$ cat config.mk
export PLATFORM = sky130hd
export DESIGN_NAME = control_sequencer
export DESIGN_NICKNAME = d
export VERILOG_FILES = /design/src/rtl/control_sequencer.sv
export SDC_FILE = /design/constraint.sdc
export NUM_CORES = 1
export LEC_CHECK = 0
export CORE_AREA = 3 3 77 57
export DETAILED_ROUTE_END_ITERATION = 10
export DIE_AREA = 0 0 80 60
export PLACE_DENSITY = 0.79
export SYNTH_ARGS = -nofsm -noshare
export SYNTH_HDL_FRONTEND = slang
export SYNTH_SLANG_ARGS = --single-unit
$ cat constraint.sdc
create_clock -name clock -period 3 [get_ports clock]
set_input_delay 0.75 -clock clock [delete_from_list [all_inputs] [get_ports clock]]
set_output_delay 0.75 -clock clock [all_outputs]
set_load 0.01 [all_outputs]
$ cat src/rtl/control_sequencer.sv
// rtl/control_sequencer.sv - hardwired fetch/decode/execute sequencer for the Mini SRC datapath
`timescale 1ns/1ps

module control_sequencer #(
    parameter int MEM_TIMEOUT = 15
) (
    input  logic        clock,
    input  logic        clear,
    input  logic        run,
    input  logic [31:0] IR,
    input  logic        mem_rdy,
    output logic        mem_rd,
    output logic        MDR_read,
    output logic        e_MAR,
    output logic        e_MDR,
    output logic        e_IR,
    output logic        e_Y,
    output logic        e_Z,
    output logic        e_HI,
    output logic        e_LO,
    output logic        e_GP,
    output logic        incPC,
    output logic [3:0]  GP_addr,
    output logic [3:0]  ALU_op,
    output logic [4:0]  BusDataSelect,
    output logic        halted,
    output logic        illegal,
    output logic        bus_err,
    output logic [3:0]  state_o
);

    typedef enum logic [3:0] {
        S_IDLE = 4'd0,
        S_T0   = 4'd1,
        S_T1   = 4'd2,
        S_T2   = 4'd3,
        S_T3   = 4'd4,
        S_T4   = 4'd5,
        S_T5   = 4'd6,
        S_T6   = 4'd7,
        S_HALT = 4'd8
    } state_t;

    typedef enum logic [2:0] {
        K_ALU_R,
        K_ALU_I,
        K_MULDIV,
        K_UNARY,
        K_NOP,
        K_HALT,
        K_ILLEGAL
    } kind_t;

    localparam logic [3:0] ALU_ADD  = 4'd0;
    localparam logic [3:0] ALU_SUB  = 4'd1;
    localparam logic [3:0] ALU_AND  = 4'd2;
    localparam logic [3:0] ALU_OR   = 4'd3;
    localparam logic [3:0] ALU_SHR  = 4'd4;
    localparam logic [3:0] ALU_SHRA = 4'd5;
    localparam logic [3:0] ALU_SHL  = 4'd6;
    localparam logic [3:0] ALU_ROR  = 4'd7;
    localparam logic [3:0] ALU_ROL  = 4'd8;
    localparam logic [3:0] ALU_MUL  = 4'd9;
    localparam logic [3:0] ALU_DIV  = 4'd10;
    localparam logic [3:0] ALU_NEG  = 4'd11;
    localparam logic [3:0] ALU_NOT  = 4'd12;

    localparam logic [4:0] SEL_ZHI = 5'd18;
    localparam logic [4:0] SEL_ZLO = 5'd19;
    localparam logic [4:0] SEL_PC  = 5'd20;
    localparam logic [4:0] SEL_MDR = 5'd21;
    localparam logic [4:0] SEL_C   = 5'd23;

    localparam bit         TIMEOUT_EN  = (MEM_TIMEOUT != 0);
    localparam logic [7:0] TIMEOUT_CNT = 8'(MEM_TIMEOUT);

    state_t      state;
    logic [7:0]  wait_cnt;
    kind_t       kind;
    logic [3:0]  op_alu;
    state_t      boundary_next;

    logic [4:0]  opcode;
    logic [3:0]  ra;
    logic [3:0]  rb;
    logic [3:0]  rc;

    // Constant field bits go to the datapath's sign extender, not to this block.
    logic        unused_ir_bits;

    assign opcode         = IR[31:27];
    assign ra             = IR[26:23];
    assign rb             = IR[22:19];
    assign rc             = IR[18:15];
    assign unused_ir_bits = ^IR[14:0];
    assign state_o        = state;
    assign boundary_next  = run ? S_T0 : S_IDLE;

    // Classify the opcode and pick the ALU operation it needs.
    always_comb begin
        kind   = K_ILLEGAL;
        op_alu = ALU_ADD;
        case (opcode)
            5'b00011: begin kind = K_ALU_R;  op_alu = ALU_ADD;  end
            5'b00100: begin kind = K_ALU_R;  op_alu = ALU_SUB;  end
            5'b00101: begin kind = K_ALU_R;  op_alu = ALU_AND;  end
            5'b00110: begin kind = K_ALU_R;  op_alu = ALU_OR;   end
            5'b00111: begin kind = K_ALU_R;  op_alu = ALU_ROR;  end
            5'b01000: begin kind = K_ALU_R;  op_alu = ALU_ROL;  end
            5'b01001: begin kind = K_ALU_R;  op_alu = ALU_SHR;  end
            5'b01010: begin kind = K_ALU_R;  op_alu = ALU_SHRA; end
            5'b01011: begin kind = K_ALU_R;  op_alu = ALU_SHL;  end
            5'b01100: begin kind = K_ALU_I;  op_alu = ALU_ADD;  end
            5'b01101: begin kind = K_ALU_I;  op_alu = ALU_AND;  end
            5'b01110: begin kind = K_ALU_I;  op_alu = ALU_OR;   end
            5'b01111: begin kind = K_MULDIV; op_alu = ALU_DIV;  end
            5'b10000: begin kind = K_MULDIV; op_alu = ALU_MUL;  end
            5'b10001: begin kind = K_UNARY;  op_alu = ALU_NEG;  end
            5'b10010: begin kind = K_UNARY;  op_alu = ALU_NOT;  end
            5'b11010: kind = K_NOP;
            5'b11011: kind = K_HALT;
            default:  kind = K_ILLEGAL;
        endcase
    end

    // State sequencing, memory wait counter and sticky status flags.
    always_ff @(posedge clock or posedge clear) begin
        if (clear) begin
            state    <= S_IDLE;
            wait_cnt <= 8'd0;
            halted   <= 1'b0;
            illegal  <= 1'b0;
            bus_err  <= 1'b0;
        end else begin
            case (state)
                S_IDLE: if (run) state <= S_T0;
                S_T0: begin
                    wait_cnt <= 8'd0;
                    state    <= S_T1;
                end
                S_T1: begin
                    // A ready read in the timeout cycle still wins over the error.
                    if (mem_rdy) begin
                        state <= S_T2;
                    end else if (TIMEOUT_EN && wait_cnt == TIMEOUT_CNT) begin
                        bus_err <= 1'b1;
                        halted  <= 1'b1;
                        state   <= S_HALT;
                    end else begin
                        wait_cnt <= wait_cnt + 8'd1;
                    end
                end
                S_T2: state <= S_T3;
                S_T3: begin
                    case (kind)
                        K_ALU_R, K_ALU_I, K_MULDIV: state <= S_T4;
                        K_UNARY:                    state <= S_T5;
                        K_NOP:                      state <= boundary_next;
                        K_HALT: begin
                            halted <= 1'b1;
                            state  <= S_HALT;
                        end
                        default: begin
                            illegal <= 1'b1;
                            halted  <= 1'b1;
                            state   <= S_HALT;
                        end
                    endcase
                end
                S_T4: state <= S_T5;
                S_T5: state <= (kind == K_MULDIV) ? S_T6 : boundary_next;
                S_T6: state <= boundary_next;
                S_HALT: state <= S_HALT;
                default: state <= S_IDLE;
            endcase
        end
    end

    // Datapath controls decoded from the current state and IR fields.
    always_comb begin
        mem_rd        = 1'b0;
        MDR_read      = 1'b0;
        e_MAR         = 1'b0;
        e_MDR         = 1'b0;
        e_IR          = 1'b0;
        e_Y           = 1'b0;
        e_Z           = 1'b0;
        e_HI          = 1'b0;
        e_LO          = 1'b0;
        e_GP          = 1'b0;
        incPC         = 1'b0;
        GP_addr       = 4'd0;
        ALU_op        = 4'd0;
        BusDataSelect = 5'd0;
        case (state)
            S_T0: begin
                BusDataSelect = SEL_PC;
                e_MAR         = 1'b1;
                incPC         = 1'b1;
            end
            S_T1: begin
                mem_rd   = 1'b1;
                MDR_read = 1'b1;
                e_MDR    = mem_rdy;
            end
            S_T2: begin
                BusDataSelect = SEL_MDR;
                e_IR          = 1'b1;
            end
            S_T3: begin
                case (kind)
                    K_ALU_R, K_ALU_I: begin
                        BusDataSelect = {1'b0, rb};
                        GP_addr       = rb;
                        e_Y           = 1'b1;
                    end
                    K_MULDIV: begin
                        BusDataSelect = {1'b0, ra};
                        GP_addr       = ra;
                        e_Y           = 1'b1;
                    end
                    K_UNARY: begin
                        BusDataSelect = {1'b0, rb};
                        GP_addr       = rb;
                        ALU_op        = op_alu;
                        e_Z           = 1'b1;
                    end
                    default: ;
                endcase
            end
            S_T4: begin
                ALU_op = op_alu;
                e_Z    = 1'b1;
                case (kind)
                    K_ALU_R: begin
                        BusDataSelect = {1'b0, rc};
                        GP_addr       = rc;
                    end
                    K_MULDIV: begin
                        BusDataSelect = {1'b0, rb};
                        GP_addr       = rb;
                    end
                    default: BusDataSelect = SEL_C;
                endcase
            end
            S_T5: begin
                BusDataSelect = SEL_ZLO;
                if (kind == K_MULDIV) begin
                    e_LO = 1'b1;
                end else begin
                    GP_addr = ra;
                    e_GP    = 1'b1;
                end
            end
            S_T6: begin
                BusDataSelect = SEL_ZHI;
                e_HI          = 1'b1;
            end
            default: ;
        endcase
    end

endmodule

### Word-level counts from Yosys, hierarchy flattened

Index checks and enable logic that the tools add are counted.

| word-level totals | value |
|---|---|
| bits in registers | 15 |
| bits of input ports | 36 |
| output and inout port bits | 31 |
| word-level logic and storage cells | 103 |

| operators by class | value |
|---|---|
| add/subtract/negate cells | 1 |
| equal/unequal tests | 38 |
| muxes and demuxes | 38 |
| bitwise logic cells | 2 |
| reduce and logical (&&, ||, !) cells | 19 |

Operators by type and width:

| cell | number |
|---|---|
| $pmux W4 S12 | 1 |
| $eq A5 B4 Y1 const B | 8 |
| $pmux W4 S9 | 1 |
| $pmux W4 S2 | 4 |
| $pmux W5 S6 | 1 |
| $eq A5 B5 Y1 const B | 5 |
| $pmux W4 S3 | 2 |
| $eq A5 B3 Y1 const B | 4 |
| $mux W4 | 5 |
| $pmux W3 S6 | 1 |
| $eq A4 B3 Y1 const B | 4 |
| $mux W1 | 16 |
| $mux W8 | 2 |
| $pmux W8 S2 | 1 |
| $ne A2 B2 Y1 const B | 5 |
| $pmux W5 S2 | 1 |
| $reduce_or A3 Y1 | 3 |
| $reduce_or A9 Y1 | 1 |
| $add A8 B1 Y8 const B | 1 |
| $eq A4 B2 Y1 const B | 2 |
| $eq A8 B4 Y1 const B | 1 |
| $reduce_or A2 Y1 | 4 |
| $eq A3 B2 Y1 const B | 2 |
| $eq A3 B3 Y1 const B | 2 |
| other kinds (16) | 21 |

### Logic depth before layout (Yosys ltp)

| depth | value |
|---|---|
| depth in word-level cells | 7 |
| mapped depth | 6 |
| depth with buffers taken out | 5 |

### Worst setup path after synthesis

OpenSTA, ideal clock, no wires.

| timing | value |
|---|---|
| path kind | input to output |
| start | input IR[31] |
| end | output BusDataSelect[3] |
| arrival | 2186 ps |
| required time | 2250 ps |
| setup slack | 64 ps |
| stages on the path | 6 |
| cells stage by stage | clkbuf_1 nor3b_1 a2bb2o_1 clkbuf_1 a22oi_1 o21ai_0 |

| between the ends | value |
|---|---|
| word-level cells in the longest chain between the ends | 7 |
| elaborated cells on any way between the ends | 31 |
| classes of those cells | eq/ne (21); mux (4); reduce/logical (6) |

RTL lines:

| item | line | source |
|---|---|---|
| start: declaration | 10 | `input logic [31:0] IR,` |
| $eq A5 B4 Y1 (tied with other cells) | 103 | `case (opcode)` |
| $reduce_or A9 Y1 (no line) (tied with other cells) | n/a |  |
| $pmux W3 S6 * | 103 |  |
| $eq A3 B2 Y1 (tied with other cells) | 211 | `case (kind)` |
| $reduce_or A3 Y1 (no line) | n/a |  |
| $pmux W4 S2 | 211 |  |
| $pmux W5 S6 * | 195 | `case (state)` |
| end: declaration | 25 | `output logic [4:0] BusDataSelect,` |

Mark *: on every way between the ends. The rest lies on a longest branch, timed or not.

### Worst setup path in the final report

| timing | value |
|---|---|
| start | input IR[30] |
| end | output BusDataSelect[2] |

Same word-level chain as after synthesis.

==> impl_results.md <==
* Final Total Pwr at 1.319 mW
* Die ar. at 0.004800 mm^2
* Worst setup SP type: primary input
* FF-to-FF Start: state_o[3]
* Ys Warns at 0
* Drt total wl at 5255 um
* Vias in the first global route at 1779
* Fin Hold WS at 0.4744 ns
* Synth Flop Type: dfrtp_1
* Clk sinks at 15
* Comb power frac at 0.640
* Die Ht at 60 um
* Core Region at 0.003603 mm^2
* Total CTS buffers at 3
* Part of the power in registers at 0.235
* # port buffers at 51
* Gr ovfl total at 0
* Max H-tree Level at 1
* Most frequent cells in the layout: buf_4 (34), clkdlybuf4s50_1 (29), dfrtp_1 (14)
* Diode count at 0
* Critical Path Start: IR[30]
* CTS tree: done
* CP delay by family, top: compound AO/OA/AOI/OAI gates
* Synth-to-Final Area Change at 54.29%
* Fin worst setup slack at 0.1147 ns
* NetSw at 0.5430 mW
* Worst rel slew slack at 0.6081
* VDD IR-drop max at 308.7 uV
* Clock Latency Late Sink at 0.25 ns
* Hold Crit Start: illegal
* Clock Skews at 0.002019 ns
* CP arrival at 2.14 ns
* Leakage at 1.099 nW
* #FFs+latches synth at 15
* Unrepaired setup endpoints after global routing: false
* Final Hold Fails at 0
* Max Cap Viol at 0
* Max Fclk at 0.3466 GHz
* I/O pin count at 67
* Antenna violations before repair at 0
* Hold Path Class: reg2reg
* Initial Util at 0.4406
* Gp weighted congestion at 0.8485
* Gr usage total at 0.2292
* TritonRoute pass-1 iters at 4
* Sw Share at 0.4116
* Worst Setup Path Type: in2out
* Pint at 0.7762 mW
* Netlist cell types at 50
* Sequential area share after synthesis at 0.2364
* Worst Path Max Fanout at 5
* Post-synth EDFFs at 0
* Share of cells above drive strength 1 at 0.2708
* Final Cycle Share at 0.9618
* Vias per inst at 5.731
* PwrDens at 538.5 mW/mm^2
* First-pass GRT wire length at 8576 um
* Clock share of power at 0.125
* Setup violators final at 0
* Post-route cell area at 0.002450 mm^2
* Max Slew Vio Count at 0
* Syn nets at 251
* Root Buffer: clkbuf_8
* Row count at 18
* Worst Path Required at 2.25 ns
* Leading cell type in the layout, fill and taps excluded: buf_4
* Top-area cell type share of the netlist area at 0.2364
* Gate Count Post-Synth at 214
* Synth area leader: dfrtp_1
* DRC at 0
* Syn Area/Cell at 7.419 um^2
* Outcome: finished, final reports clean
* DP Area at 0.002350 mm^2
* Largest net degree at the start of global routing at 18
* Minimum clock period at 2.885 ns
* Worst setup EP type: output port
* Area of the mapped netlist at 0.001588 mm^2
* Dpl hpwl at 3799 um
* Drt initial violations at 201
* Clk slew on worst S/H paths at 0.06 ns
* Buffers & Inverters on Critical Path at 3
* Top cells by area, synth: dfrtp_1 (24%), a21oi_1 (3.8%), nand3_1 (3.8%)
* Setup WS pre-CTS at -0.6142 ns
* Largest stage delay on the critical path at 0.32 ns
* CTS max path bufs at 2
* CP max stage cell: o221a_4
* Post-synth ARST share at 1.000
* WL/cell at 15.55 um
* Die X at 80 um
* Fin nets at 326
* Filler cells at 303
* Cells along the critical path: clkbuf_2, buf_4, or2_2, o221a_4, a22oi_2, o2111ai_2, buf_2
* Total negative slack at 0 ns
* Actual slew at the worst max-slew pin at 0.5873 ns
* Via count at 1937
* Antenna Violating Nets Remaining at 0
[power by group through the flow]
stage / clock network [mW] / logic [mW] / registers [mW]
floorplan: 0 / 0.459 / 0.306
global placement: 0 / 0.843 / 0.303
detailed placement: 0 / 0.855 / 0.306
CTS: 0.168 / 0.841 / 0.305
global route: 0.174 / 0.924 / 0.320
finish: 0.165 / 0.844 / 0.310
[synthesized netlist by cell type (2+ instances only)]
cell	count
or4_1	5
a211oi_1	2
a21o_1	6
nor2b_1	6
and2_1	9
nand4_1	3
buf_4	2
a21oi_1	12
o211ai_1	8
nand3b_1	3
dfrtp_1	15
o21bai_1	3
o2111ai_1	3
nor2_1	13
a32oi_1	4
o21ai_0	11
buf_2	2
o221ai_1	2
o31ai_1	3
or3_1	3
a31oi_1	4
inv_1	8
or2_2	2
a22oi_1	5
a211o_1	2
xnor2_1	2
clkbuf_1	16
nand2b_1	6
nor3_1	4
nand2_1	14
nor3b_1	5
nor4b_1	2
nand3_1	12
[logic make-up (layout without fill, tap and decap cells)]
group                      after synthesis  in the layout  share of synthesized area
DFF                                     15             15                     0.2364
xor gates and xnor gates                 3              3                    0.01655
muxes                                    1              1                   0.006304
and+or+nand+nor                         94             94                     0.3412
AOI/OAI and AO/OA                       70             70                     0.3058
adders and majority gates                2              2                    0.01418
buffers and inverters                   29            103                    0.07959
[timing repair]
item,in CTS,in global routing
endpoints found under the setup margin,17,15
pin swaps,4,4
gates resized for setup,69,21
hold buffers,0,0
setup buffers,2,0
[stage by stage]
| step | std cells | utilization |
|---|---|---|
| global route | 338 | 0.6799 |
| finish | 338 | 0.6799 |
| detailed placement | 332 | 0.6521 |
| CTS | 338 | 0.6771 |
| floorplan | 214 | - |
| global placement | 332 | 0.6521 |
[flip-flops by register name, indices dropped and copies added (netlist names)]
register	count
illegal	1
wait_cnt	8
bus_err	1
state_o	4
halted	1
[path summary, 6_finish.rpt]
| path | to | slack (ns) | cells past startpoint |
|---|---|---|---|
| worst max-delay path | BusDataSelect[2] | 0.11 | 7 |
| worst min-delay path | illegal | 0.47 | 1 |
| worst max register to register | wait_cnt[5] | 0.68 | 5 |
| worst min register to register | illegal | 0.47 | 1 |
| max in group asynchronous | state_o[0] | 1.72 | 2 |
| min in group asynchronous | wait_cnt[7] | 0.86 | 2 |
[routing by layer]
layer  vias up  share of wire  track usage
met1       914           0.47       0.3278
li1        951              -            -
met2        64           0.45       0.3550
met3         8          0.068      0.05271
met5         -              0            0
met4         0          0.011      0.04578
[cell type report]
cell class | instances | area (um^2) | area share
repair buffers | 91 | 763.2 | 0.3115
inverters | 8 | 30.03 | 0.01226
multi-input cells | 170 | 1172 | 0.4785
flip-flops and latches | 15 | 376.6 | 0.1537
clock buffers | 4 | 45.04 | 0.01839
well taps | 50 | 62.56 | 0.02554
No activity file was read; power rests on OpenSTA's default activity.
==> RTL change 1 (same settings) <==
Change the localparam `ALU_DIV` from 4'd10 to 4'd5.
--- a/src/rtl/control_sequencer.sv
+++ b/src/rtl/control_sequencer.sv
@@ -63,3 +63,3 @@
     localparam logic [3:0] ALU_MUL  = 4'd9;
-    localparam logic [3:0] ALU_DIV  = 4'd10;
+    localparam logic [3:0] ALU_DIV  = 4'd5;
     localparam logic [3:0] ALU_NEG  = 4'd11;
Behaviour: not the same (Yosys sat finds a counterexample within 10 cycles, from zero or initial values).
==> RTL change 1 against the original RTL <==
- sequential cell count stayed put
- worst setup slack worse by 55 ps
- critical path depth is 3 lower
- routed wire length is 4.6% lower
- global-route usage is 2.4 points lower
- total power is 1.5% lower
- area after synthesis is 12% lower
- design area is 0.15% higher
- critical endpoint is now e_MDR
- largest cell class unchanged
==> RTL change 1: results (changes against the original RTL) <==
status=complete, no violations; post-synthesis net count=221 (-12%); clock buffers=3 (-1); fraction of area in registers=15.3% (-0.023 points); Reg2Reg Setup Slack=1010 ps (+330 ps); clock latency on the worst-skew pair=250 ps (about the same); Post-DP Area=0.00219 mm^2 (-6.9%); Vias=1771 (-8.6%); Crit path arrival time=2190 ps (+50 ps); Netlist cell types=51 (+2.0%); largest net degree at the start of global routing=16 (-2); FF-to-FF Start=state_o[0]$_DFFE_PP0P_; P_seq=0.289 mW (-6.8%); first-pass GRT wire length=7790 um (-9.2%); fraction of area in multi-input gates=42.2% (-5.7 points); GP Congestion=0.847 (-0.18%); Clock buf/inv share=1.89% (+0.048 points); kind of critical path=register to output port; worst-path cell with the longest stage delay=clkdlybuf4s50_1; Inst Count DP=310 (-6.6%); # fillers=274 (-9.6%); sequential area share after synthesis=26.9% (+3.3 points); crit path to=e_MDR; Antenna diodes=0 (unchanged); final core utilization=68.1% (+0.10 points); syn_area_per_cell=7.58 um^2 (+2.1%); initial drt markers=95 (-53%); DP Worst Slack=-663 ps (-49.1 ps); comb pwr=0.846 mW (about the same); Slew Limit Headroom=45.0% (-16 points); count of multi-input gates=144 (-15%); Worst Path Max Fanout=5 (unchanged); routed wire length=5010 um (-4.6%); share of layout cells above drive strength 1=35.9% (+8.9 points); maximum vdd drop=447 uV (+45%); non-clk buf share=36.4% (+5.2 points); GRT Resource Usage Total=20.5% (-2.4 points); Static Leak=1.12 nW (+2.1%); Detailed Place HPWL=3310 um (-13%); CP peak stage delay=580 ps (+260 ps); vias in the first global route=1639 (-7.9%); Synth area leaders=dfrtp_1 27%, nor2_1 7.0%, nand2_1 4.6%, xor2_1 4.4%, a21oi_1 2.9%; Final #Nets=319 (-2.1%); layout inverter count without the clock tree=11 (+3); R2R depth=6 (+1); drt wl/cell=15.1 um (-2.6%); Signal buffers=107 (+18%); crit path time final=2940 ps (+55.4 ps); top cells by count, synth=26 x nor2_1, 17 x nand2_1, 15 x dfrtp_1; reg-to-reg endpoint=wait_cnt[7]$_DFFE_PP0P_
[RTL change 1: cell count changes after synthesis, sizes merged, moves of 5 or more]
cell	unedited run	this run
nor2	13	26
clkbuf	16	6
and2	9	3
o211ai	8	2
xor2	1	7
or4	5	0
[RTL change 1: worst max-delay path, delay by kind of cell (launching register included)]
kind	cells	cell delay (ps)
flops	1	420
simple gates	2	780
buf+inv	2	740
[RTL change 1: worst min-delay path by stage]
stage | startpoint | to | slack (ps)
after global placement | illegal$_DFFE_PP0P_ | illegal$_DFFE_PP0P_ | 440
after detailed placement | illegal$_DFFE_PP0P_ | illegal$_DFFE_PP0P_ | 450
final | illegal$_DFFE_PP0P_ | illegal$_DFFE_PP0P_ | 460
after CTS | illegal$_DFFE_PP0P_ | illegal$_DFFE_PP0P_ | 460
after floorplan | wait_cnt[0]$_DFFE_PP0P_ | wait_cnt[0]$_DFFE_PP0P_ | 470
after global routing | halted$_DFFE_PP0P_ | halted$_DFFE_PP0P_ | 480
[RTL change 1: what timing repair did]
action	in CTS	in global routing
setup endpoints to repair	17	15
pin swaps	7	5
gates resized for setup	90	17
cloned	0	1
setup buffers	15	1
[RTL change 1: layer usage]
layer | global-route usage [%] | vias to the layer above | wire, um
li1 | - | 852 | -
met1 | 27.5 | 826 | 2240
met2 | 33.8 | 83 | 2210
met3 | 5.57 | 10 | 469
met4 | 3.37 | 0 | 95
met5 | 0 | - | 0
[RTL change 1: logic make-up (layout without fill, tap and decap cells)]
kind of cell	Yosys count	count (layout)	synth area share, %
muxes	2	2	1.44
AOI/OAI and AO/OA	45	45	24.5
buffers and inverters	25	122	8.08
DFF	15	15	26.9
xor gates and xnor gates	11	11	6.91
adders and majority gates	1	1	0.898
and+or+nand+nor	85	85	31.2
==> RTL change 2 (same flow settings) <==
Made on the original files. Register the output `bus_err` once more, with the module's reset; this adds one clock of latency there. The other outputs are not delayed to match.
--- a/src/rtl/control_sequencer.sv
+++ b/src/rtl/control_sequencer.sv
@@ -76,2 +76,4 @@
 
+    logic bus_err_s0;
+
     state_t      state;
@@ -132,3 +134,3 @@
             illegal  <= 1'b0;
-            bus_err  <= 1'b0;
+            bus_err_s0 <= 1'b0;
         end else begin
@@ -145,3 +147,3 @@
                     end else if (TIMEOUT_EN && wait_cnt == TIMEOUT_CNT) begin
-                        bus_err <= 1'b1;
+                        bus_err_s0 <= 1'b1;
                         halted  <= 1'b1;
@@ -262,2 +264,10 @@
 
+    always_ff @(posedge clock or posedge clear) begin
+        if (clear) begin
+            bus_err <= '0;
+        end else begin
+            bus_err <= bus_err_s0;
+        end
+    end
+
 endmodule
Function: same outputs for any inputs over 10 cycles, from zero or initial values; that may be too few to reach the edited logic, so the function may still have changed.
==> RTL change 2 against the original RTL <==
- the flow now finishes with violations (negative setup slack)
- utilization stayed put
- via count is 5.0% lower
- total power is 3.9% higher
- critical path type unchanged
- design area stayed put
- routed wire length is 6.1% lower
- combinational power is 0.7% higher
- worst setup slack worse by 330 ps
- critical endpoint is now GP_addr[1]
- die area stayed put
- largest power group unchanged
- area after synthesis is 2.8% lower
- sequential cell count is 1 higher
- final cell count is 1.5% lower
==> RTL change 2: results (changes against the original RTL) <==
FF-to-FF Start=wait_cnt[4]$_DFFE_PP0P_; cell area after layout=0.00245 mm^2 (unchanged); clock latency on the worst-skew pair=250 ps (about the same); initial antenna violation count=0 (unchanged); post-synthesis net count=241 (-4.0%); clock buffers=4 (unchanged); area of the multi-input gates=0.00113 mm^2 (-3.8%); share of layout cells above drive strength 1=31.8% (+4.7 points); comb pwr=0.850 mW (+0.7%); mux cell area share after synthesis=0.649% (+0.018 points); top cells by count, synth=30 x nor2_1, 25 x nand2_1, 16 x dfrtp_1; non-clk buf share=31.8% (+0.61 points); Worst Path Max Fanout=4 (-1); hold_sp=bus_err_s0$_DFFE_PP0P_; CP peak stage delay=550 ps (+230 ps); # setup viols final=10 (+10); total CTS buffers=3 (unchanged); initial drt markers=229 (+14%); Clock power frac=13.6% (+1.1 points); Crit path arrival time=2460 ps (+320 ps); GP Congestion=0.870 (+2.5%); sequential area share after synthesis=26.0% (+2.3 points); family with the most delay on the worst path=compound AO/OA/AOI/OAI gates; status=complete, but fails checks; worst-path cell with the longest stage delay=or4b_4; # fillers=289 (-4.6%); count of multi-input gates=164 (-3.5%); postcts setup bufs=8 (+6); GRT Resource Usage Total=20.5% (-2.5 points); failing checks=negative setup slack; layout inverter count without the clock tree=7 (-1); post-synthesis compound-gate area fraction=26.4% (-4.1 points); Final #Nets=321 (-1.5%); vias in the first global route=1595 (-10%); Worst Setup Slack, final=-213 ps (-328 ps); XOR/XNOR Fraction of Synth Area=5.11% (+3.5 points); PostCTS Resize Cnt=100 (+45%); Final Skew=1.54 ps (-0.478 ps); Static Leak=1.15 nW (+4.5%); fraction of area in registers=16.3% (+0.97 points); first-pass GRT wire length=7790 um (-9.2%); Clock buf/inv share=2.25% (+0.41 points); Max H-tree Level=1 (unchanged); Post-synth top flop=dfrtp_1; Seq cells post-synth=16 (+1); Signal buffers=92 (+1.1%); maximum vdd drop=293 uV (-5.1%); Synth Area in Adders=1.46% (+0.041 points); detailed-route vias per instance=5.53 (-3.5%); clk buf depth=2 (unchanged); Slew Viols, Final=0 (unchanged); Pint=0.816 mW (+5.1%); Synth area leaders=dfrtp_1 26%, nor2_1 7.3%, nand2_1 6.1%, o21ai_0 3.6%, xnor2_1 2.8%; Detailed Place HPWL=3350 um (-12%); I/O Buffers=51 (unchanged); CP Launch Point=IR[29]; Worst-Margin Slew=591 ps (+4.13 ps); Post-DP Area=0.00224 mm^2 (-4.5%); drt wl/cell=14.8 um (-4.7%); Netlist cell types=58 (+16%)
## RTL change 2: metal layers
layer	track usage, %	wire [um]	vias up
met5	0	0	-
met4	1.93	44	0
met3	4.22	367	6
met2	34.7	2300	77
met1	28.1	2230	863
li1	-	-	895
## RTL change 2: path summary, 6_finish.rpt
path,end,slack (ps),depth (start not counted)
max,GP_addr[1],-210,8
min,bus_err$_DFF_PP0_,380,0
max reg2reg,wait_cnt[3]$_DFFE_PP0P_,1090,5
min reg2reg,bus_err$_DFF_PP0_,380,0
max in group asynchronous,wait_cnt[2]$_DFFE_PP0P_,1750,2
min in group asynchronous,wait_cnt[7]$_DFFE_PP0P_,860,2
## RTL change 2: through the flow
step	setup TNS, ps	std cells	setup WS, ps	total power, mW	hold slack (ps)
2_1_floorplan	-78.4	204	-27.3	0.766	355
3_3_place_gp	-13440	317	-963	1.15	367
3_5_place_dp	-13720	317	-986	1.16	374
4_1_cts	-982	330	-206	1.35	379
5_1_grt	-1940	333	-278	1.46	403
6_report	-1320	333	-213	1.37	379
